<file path="src/rtl/matrix_addr_gen_pkg.sv">
// Shared types and constants for the matrix address generator.
//   state_e : job FSM states (IDLE / RUN / DONE)
//   order_e : traversal order; ROW_INNER keeps the legacy row-fastest walk
//   elem_shift : log2 of the default element size
package matrix_addr_gen_pkg;

  typedef enum logic [1:0] {
    ST_IDLE = 2'd0,
    ST_RUN  = 2'd1,
    ST_DONE = 2'd2
  } state_e;

  typedef enum logic {
    ORDER_ROW_INNER = 1'b0,
    ORDER_COL_INNER = 1'b1
  } order_e;

  localparam int unsigned ELEM_BYTES_DEFAULT = 4;
  localparam int unsigned elem_shift         = $clog2(ELEM_BYTES_DEFAULT);

endpackage

</file>
<file path="src/rtl/matrix_addr_gen_if.sv">
// Tuple stream from the address generator to the DRAM request generators.
//   idx_valid/idx_ready : beat handshake (producer -> consumer / back)
//   row_idx, col_idx    : element coordinates
//   addr                : byte address of the element
//   idx_last            : final element of the job
interface matrix_addr_gen_if #(
  parameter int unsigned row_width  = 5,
  parameter int unsigned col_width  = 5,
  parameter int unsigned addr_width = 64
);
  logic                  idx_valid;
  logic                  idx_ready;
  logic [row_width-1:0]  row_idx;
  logic [col_width-1:0]  col_idx;
  logic [addr_width-1:0] addr;
  logic                  idx_last;

  modport master (
    output idx_valid, row_idx, col_idx, addr, idx_last,
    input  idx_ready
  );

  modport slave (
    input  idx_valid, row_idx, col_idx, addr, idx_last,
    output idx_ready
  );
endinterface

</file>
<file path="src/rtl/matrix_addr_gen_axis_counter.sv">
// One matrix axis counter with a runtime limit.
//   clk, rst_n : clock, synchronous active-low reset
//   clear_i    : force count to zero (job start)
//   inc_i      : advance by one, wrapping to zero after limit_i-1
//   limit_i    : number of positions on this axis (1..2**width while running)
//   count_o    : current position
//   wrap_o     : count_o is the last position, so the next inc wraps
module axis_counter #(
  parameter int unsigned width = 5
) (
  input  logic             clk,
  input  logic             rst_n,
  input  logic             clear_i,
  input  logic             inc_i,
  input  logic [width:0]   limit_i,
  output logic [width-1:0] count_o,
  output logic             wrap_o
);
  logic [width-1:0] count_q, count_d;

  assign wrap_o  = ({1'b0, count_q} == (limit_i - (width+1)'(1)));
  assign count_o = count_q;

  always_comb begin
    count_d = count_q;
    if (clear_i) begin
      count_d = '0;
    end else if (inc_i) begin
      count_d = wrap_o ? '0 : count_q + width'(1);
    end
  end

  always_ff @(posedge clk) begin
    if (!rst_n) begin
      count_q <= '0;
    end else begin
      count_q <= count_d;
    end
  end
endmodule

</file>
<file path="src/rtl/matrix_addr_gen.sv">
// Walks a runtime-sized rows x cols matrix and emits one (row, col, addr)
// tuple per beat.
//   clk, rst_n        : clock, synchronous active-low reset
//   start, abort      : job start pulse (IDLE only) / job cancel
//   cfg_rows/cfg_cols : matrix dimensions, 0 gives an empty job
//   cfg_base          : byte address of element (0,0)
//   cfg_row_stride    : byte distance between rows
//   cfg_inner_col     : 0 row fastest, 1 column fastest
//   idx               : tuple stream (master side)
//   busy, done        : FSM not idle / one-cycle completion pulse
module matrix_addr_gen
  import matrix_addr_gen_pkg::*;
#(
  parameter int unsigned row_width  = 5,
  parameter int unsigned col_width  = 5,
  parameter int unsigned addr_width = 64,
  parameter int unsigned elem_bytes = 4
) (
  input  logic                  clk,
  input  logic                  rst_n,
  input  logic                  start,
  input  logic                  abort,
  input  logic [row_width:0]    cfg_rows,
  input  logic [col_width:0]    cfg_cols,
  input  logic [addr_width-1:0] cfg_base,
  input  logic [addr_width-1:0] cfg_row_stride,
  input  logic                  cfg_inner_col,
  matrix_addr_gen_if.master     idx,
  output logic                  busy,
  output logic                  done
);
  localparam logic [addr_width-1:0] ColStep =
    addr_width'(1) << $clog2(elem_bytes);

  state_e                state_q, state_d;
  order_e                order_q;
  logic [row_width:0]    rows_q;
  logic [col_width:0]    cols_q;
  logic [addr_width-1:0] stride_q;
  logic [addr_width-1:0] addr_q;
  logic [addr_width-1:0] row_base_q;
  logic [addr_width-1:0] col_base_q;

  logic                  start_job, beat, last;
  logic                  row_inc, col_inc, row_wrap, col_wrap;
  logic [row_width-1:0]  row_cnt;
  logic [col_width-1:0]  col_cnt;

  assign start_job = (state_q == ST_IDLE) && start;
  // abort wins over a same-cycle handshake: the beat is not consumed
  assign beat      = (state_q == ST_RUN) && idx.idx_ready && !abort;
  assign last      = row_wrap && col_wrap;
  // inner axis steps every beat, outer axis only when the inner one wraps
  assign row_inc   = beat && ((order_q == ORDER_ROW_INNER) || col_wrap);
  assign col_inc   = beat && ((order_q == ORDER_COL_INNER) || row_wrap);

  axis_counter #(.width(row_width)) u_row_cnt (
    .clk     (clk),
    .rst_n   (rst_n),
    .clear_i (start_job),
    .inc_i   (row_inc),
    .limit_i (rows_q),
    .count_o (row_cnt),
    .wrap_o  (row_wrap)
  );

  axis_counter #(.width(col_width)) u_col_cnt (
    .clk     (clk),
    .rst_n   (rst_n),
    .clear_i (start_job),
    .inc_i   (col_inc),
    .limit_i (cols_q),
    .count_o (col_cnt),
    .wrap_o  (col_wrap)
  );

  always_comb begin
    state_d = state_q;
    unique case (state_q)
      ST_IDLE: begin
        if (start) begin
          state_d = ((cfg_rows == '0) || (cfg_cols == '0)) ? ST_DONE : ST_RUN;
        end
      end
      ST_RUN: begin
        if (abort) begin
          state_d = ST_IDLE;
        end else if (beat && last) begin
          state_d = ST_DONE;
        end
      end
      ST_DONE: state_d = ST_IDLE;
      default: state_d = ST_IDLE;
    endcase
  end

  always_ff @(posedge clk) begin
    if (!rst_n) begin
      state_q <= ST_IDLE;
    end else begin
      state_q <= state_d;
    end
  end

  // Incremental address: the inner axis adds its step to addr_q; on an
  // inner wrap the outer-axis base register advances and reseeds addr_q.
  always_ff @(posedge clk) begin
    if (!rst_n) begin
      order_q    <= ORDER_ROW_INNER;
      rows_q     <= '0;
      cols_q     <= '0;
      stride_q   <= '0;
      addr_q     <= '0;
      row_base_q <= '0;
      col_base_q <= '0;
    end else if (start_job) begin
      order_q    <= order_e'(cfg_inner_col);
      rows_q     <= cfg_rows;
      cols_q     <= cfg_cols;
      stride_q   <= cfg_row_stride;
      addr_q     <= cfg_base;
      row_base_q <= cfg_base;
      col_base_q <= cfg_base;
    end else if (beat) begin
      if (order_q == ORDER_ROW_INNER) begin
        if (row_wrap) begin
          col_base_q <= col_base_q + ColStep;
          addr_q     <= col_base_q + ColStep;
        end else begin
          addr_q     <= addr_q + stride_q;
        end
      end else begin
        if (col_wrap) begin
          row_base_q <= row_base_q + stride_q;
          addr_q     <= row_base_q + stride_q;
        end else begin
          addr_q     <= addr_q + ColStep;
        end
      end
    end
  end

  assign idx.idx_valid = (state_q == ST_RUN);
  assign idx.idx_last  = (state_q == ST_RUN) && last;
  assign idx.row_idx   = row_cnt;
  assign idx.col_idx   = col_cnt;
  assign idx.addr      = addr_q;
  assign busy          = (state_q != ST_IDLE);
  assign done          = (state_q == ST_DONE) && !abort;
endmodule

</file>
<file path="src/flat_wrapper.sv">
// flat-port wrapper written by rule: the top's interface ports become plain ports
module matrix_addr_gen_flat import matrix_addr_gen_pkg::*;
#(
  parameter int unsigned row_width  = 5,
  parameter int unsigned col_width  = 5,
  parameter int unsigned addr_width = 64,
  parameter int unsigned elem_bytes = 4
)
  (clk, rst_n, start, abort, cfg_rows, cfg_cols, cfg_base, cfg_row_stride, cfg_inner_col, busy, done, idx_idx_valid, idx_row_idx, idx_col_idx, idx_addr, idx_idx_last, idx_idx_ready);
  matrix_addr_gen_if #(.row_width(row_width), .col_width(col_width), .addr_width(addr_width)) idx_i ();
  input  logic clk;
  input  logic rst_n;
  input  logic start;
  input  logic abort;
  input  logic [row_width:0] cfg_rows;
  input  logic [col_width:0] cfg_cols;
  input  logic [addr_width-1:0] cfg_base;
  input  logic [addr_width-1:0] cfg_row_stride;
  input  logic cfg_inner_col;
  output logic busy;
  output logic done;
  output wire logic [$bits(idx_i.idx_valid)-1:0] idx_idx_valid;
  output wire logic [$bits(idx_i.row_idx)-1:0] idx_row_idx;
  output wire logic [$bits(idx_i.col_idx)-1:0] idx_col_idx;
  output wire logic [$bits(idx_i.addr)-1:0] idx_addr;
  output wire logic [$bits(idx_i.idx_last)-1:0] idx_idx_last;
  input wire logic [$bits(idx_i.idx_ready)-1:0] idx_idx_ready;
  assign idx_idx_valid = idx_i.idx_valid;
  assign idx_row_idx = idx_i.row_idx;
  assign idx_col_idx = idx_i.col_idx;
  assign idx_addr = idx_i.addr;
  assign idx_idx_last = idx_i.idx_last;
  assign idx_i.idx_ready = idx_idx_ready;
  matrix_addr_gen #(.row_width(row_width), .col_width(col_width), .addr_width(addr_width), .elem_bytes(elem_bytes)) u_core (.clk(clk), .rst_n(rst_n), .start(start), .abort(abort), .cfg_rows(cfg_rows), .cfg_cols(cfg_cols), .cfg_base(cfg_base), .cfg_row_stride(cfg_row_stride), .cfg_inner_col(cfg_inner_col), .idx(idx_i), .busy(busy), .done(done));
endmodule
</file>
<file path="config.mk">
export PLATFORM = sky130hd
export DESIGN_NAME = matrix_addr_gen_flat
export DESIGN_NICKNAME = d
export VERILOG_FILES = /design/src/rtl/matrix_addr_gen_pkg.sv /design/src/rtl/matrix_addr_gen_if.sv /design/src/rtl/matrix_addr_gen_axis_counter.sv /design/src/rtl/matrix_addr_gen.sv /design/src/flat_wrapper.sv
export SDC_FILE = /design/constraint.sdc
export NUM_CORES = 1
export LEC_CHECK = 0
export CAP_MARGIN = 20
export CORE_UTILIZATION = 40
export DETAILED_ROUTE_END_ITERATION = 7
export GPL_ROUTABILITY_DRIVEN = 1
export SYNTH_ARGS = -nofsm -noshare
export SYNTH_HDL_FRONTEND = slang
export SYNTH_HIERARCHICAL = 1
export SYNTH_SLANG_ARGS = --single-unit
</file>
<file path="constraint.sdc">
create_clock -name clk -period 3.9 [get_ports clk]
set_input_delay 0.78 -clock clk [delete_from_list [all_inputs] [get_ports clk]]
set_output_delay 0.78 -clock clk [all_outputs]
set_load 0.1 [all_outputs]
</file>
==> reports/metrics.yaml <==
die_area_sq_mm: 0.0585
firstDrtPassIters: 5
drt-vias-per-instance: 6.16
grt_start_max_net_pins: 99
htreeDepth: 2
coreArea_sq_mm: 0.0566
pin_count: 224
fin_nets: 3686
drc_errors: 0
async_reset_ff_share_pct: 0
cts.clk_slew.worst_paths_ns: 0.06
drt_iter0_drc: 2525
overflow: 0
critPathLaunchType: "flip-flop"
diodes: 0
final_core_util_pct: 49.9
ff2ff_setup_slack_ns: 0.17
drive_above_1_share_pct: 9.18
r2r_cells: 12
fillers: 5689
start_util_pct: 40.6
fin_crit_sh_pct: 95.9
crit_start: "u_core/cols_q[0]"
fin_ws_ns: 0.158
hold_ws_ns: 0.467
ir_drop_v: 0.000316
fin_tns_setup_ns: 0
grt_pass1_wl_microns: 157000
maxCapViolations: 0
place_ws_ns: 0.132
drt_wl_total_microns: 106000
ant_nets: 0
critPathCaptureType: "primary output"
cts_tree: "yes"
slew_violations: 0
row_count: 87
dp_hpwl_microns: 81500
timing.final.hold_violations: 0
fin_skew_ns: 0.0244
cts_buffer_depth: 3
wl_per_cell_microns: 25.3
grt_use_total_pct: 35.0
status: "complete, no violations"
postCtsHoldBufs: 0
criticalPathCategory: "flip-flop to primary output"
rsz0062_at_grt: "false"
setup_viol: 0
power_leakage_nw: 11.0
fmax_ghz: 0.267
r2r-start: "u_core/stride_q[14]"
r2r_end: "u_core/idx.addr[63]"
finalCriticalPeriod_ns: 3.74
postCtsSetupRepairBufs: 0
synth_edf_count: 0
grt_pass1_vias: 24405
path_max_fanout: 25
syn-cell-area_sq_mm: 0.0230
critPathCapture: "idx_idx_last"
syn2layout_area_growth_pct: 22.9
syn_nets: 3437
required_ns: 3.12
portBuffers: 223
cts_made_buffers: 39
die_y_microns: 242
ys_seq_area_share_pct: 24.5
cts_root_buffer: "clkbuf_16"
dieWidth_microns: 242
synth_cell_types: 93
cp.arrival_ns: 2.96
clock_latency_ns: 0.59
placedInstanceArea_sq_mm: 0.0269
numClockSinks: 281
ys_seq_elements: 281
synth_warnings: 6
gp_congestion: 1.01
postLayoutCellArea_sq_mm: 0.0283
avgSynthCellArea_sq_um: 7.29
synthCells: 3157
via_count: 25802
hp-class: "flip-flop to flip-flop"
relSlewSlack_pct: 31.6
tightestPinTransition_ns: 1.02
power_density_mw_per_mm2: 375
antenna_found_initial: 1
synth_flop_cell: "dfxtp_1"
## what timing repair did
| item | 4_1_cts | 5_1_grt |
|---|---|---|
| setup endpoints to repair | 1 | 12 |
| gates resized for setup | 1 | 8 |
| pin swaps | 0 | 0 |
| cloned | 0 | 0 |
## per-layer routing
layer / GRT usage [%] / part of all wire (%) / vias up
met5: 0 / 0.011 / -
met4: 15.1 / 4.8 / 2
met3: 5.42 / 8.4 / 260
met2: 53.8 / 43 / 1314
met1: 48.1 / 44 / 12330
li1: - / - / 11896
## where the power goes
part           internal, W  leakage, nW  switching, W
logic              0.00115         8.05       0.00221
registers          0.00312         2.32      0.000285
clock network      0.00233        0.653       0.00152
## per-stage QoR
stage	std cells	power [W]
finish	4189	0.0106
global route	4189	0.0110
global placement	4121	0.00672
floorplan	3157	0.00555
CTS	4189	0.0106
detailed placement	4121	0.00673
## sequential cells by signal (all words and copies together), names as in the netlist
register,count
u_core/u_col_cnt/count_o,5
u_core/u_row_cnt/count_o,5
u_core/row_base_q,64
u_core/idx.addr,64
u_core/order_q,1
u_core/rows_q,6
u_core/cols_q,6
u_core/state_q,2
u_core/stride_q,64
u_core/col_base_q,64
## cell usage after synthesis (all sizes together) (9+ instances only)
library cell,instances,area share (%)
a211oi,35,1.3
a21boi,98,3.2
a21o,75,2.4
a21oi,283,6.2
a221o,9,0.39
a221oi,43,1.7
a31oi,52,1.5
a41oi,9,0.44
and2,23,0.63
and3,37,1.0
and4,16,0.61
buf,20,0.46
clkbuf,178,2.9
dfxtp,281,24
ha,132,7.2
inv,50,0.82
nand2,462,7.5
nand3,95,2.1
nand4,75,2.0
nor2,259,4.2
nor2b,21,0.57
nor3,82,1.9
nor4,16,0.66
o211ai,24,0.81
o21a,21,0.69
o21ai,262,5.7
o21bai,29,0.95
o221ai,27,1.0
o22ai,10,0.27
o31ai,15,0.51
or2,9,0.24
xnor2,167,6.4
xor2,139,5.3
## worst min-delay path by stage
stage / start / end / cells past startpoint
3_3_place_gp: u_core/col_base_q[0] / u_core/col_base_q[0] / 2
5_1_grt: u_core/rows_q[5] / u_core/rows_q[5] / 2
6_report: u_core/col_base_q[0] / u_core/col_base_q[0] / 2
4_1_cts: u_core/col_base_q[0] / u_core/col_base_q[0] / 2
2_1_floorplan: u_core/col_base_q[0] / u_core/col_base_q[0] / 2
3_5_place_dp: u_core/col_base_q[0] / u_core/col_base_q[0] / 2
## cells by family after synthesis
kind of cell    share of synthesized area [%]
flops                                    24.5
simple gates                             22.7
buf+inv                                  4.31
compound gates                           29.1
mux                                     0.397
xor+xnor                                 11.7
fa+ha+maj                                7.35
## worst max-delay path, stage by stage (launching register included)
cell,delay (ns)
dfxtp_1,0.43
inv_1,0.07
ha_1,0.23
xor2_1,0.16
xnor2_1,0.15
a32oi_1,0.11
nor3_4,0.40
buf_8,0.32
and3_2,0.23
buf_4,0.28
## final cells by class
| cell class | instances | area, sq um | area share [%] |
|---|---|---|---|
| sequential | 281 | 5630 | 19.9 |
| tap | 756 | 946 | 3.35 |
| clock inverter | 18 | 254 | 0.899 |
| clock buffer | 50 | 1070 | 3.78 |
| timing repair buffer | 408 | 3710 | 13.1 |
| inverter | 53 | 201 | 0.713 |
| multi-input combinational | 2623 | 16500 | 58.3 |
## placed cells by master (no fill, tap or decap), types with 9 or more instances in the layout
cell	synthesis	layout
o31ai_1	14	14
nand4_1	75	75
o22ai_1	10	10
xnor2_1	167	167
o21ai_0	242	242
o21bai_1	29	29
a211oi_1	30	30
buf_4	1	181
o211ai_1	23	23
a221o_1	9	9
a21oi_1	282	281
a221oi_1	42	42
xor2_1	139	139
nand3_1	95	94
nor2b_1	21	21
clkbuf_16	0	39
and4_1	16	16
inv_1	50	50
dfxtp_1	281	281
a21boi_0	96	96
o21ai_1	20	19
o21a_1	21	21
and2_1	20	20
a31oi_1	49	49
nor3_1	77	76
clkdlybuf4s50_1	0	218
nor4_1	12	12
o221ai_1	27	27
a21o_1	75	75
and3_1	36	35
nor2_1	258	254
nand2_1	462	458
ha_1	132	132
No activity file was read; power rests on OpenSTA's default activity.
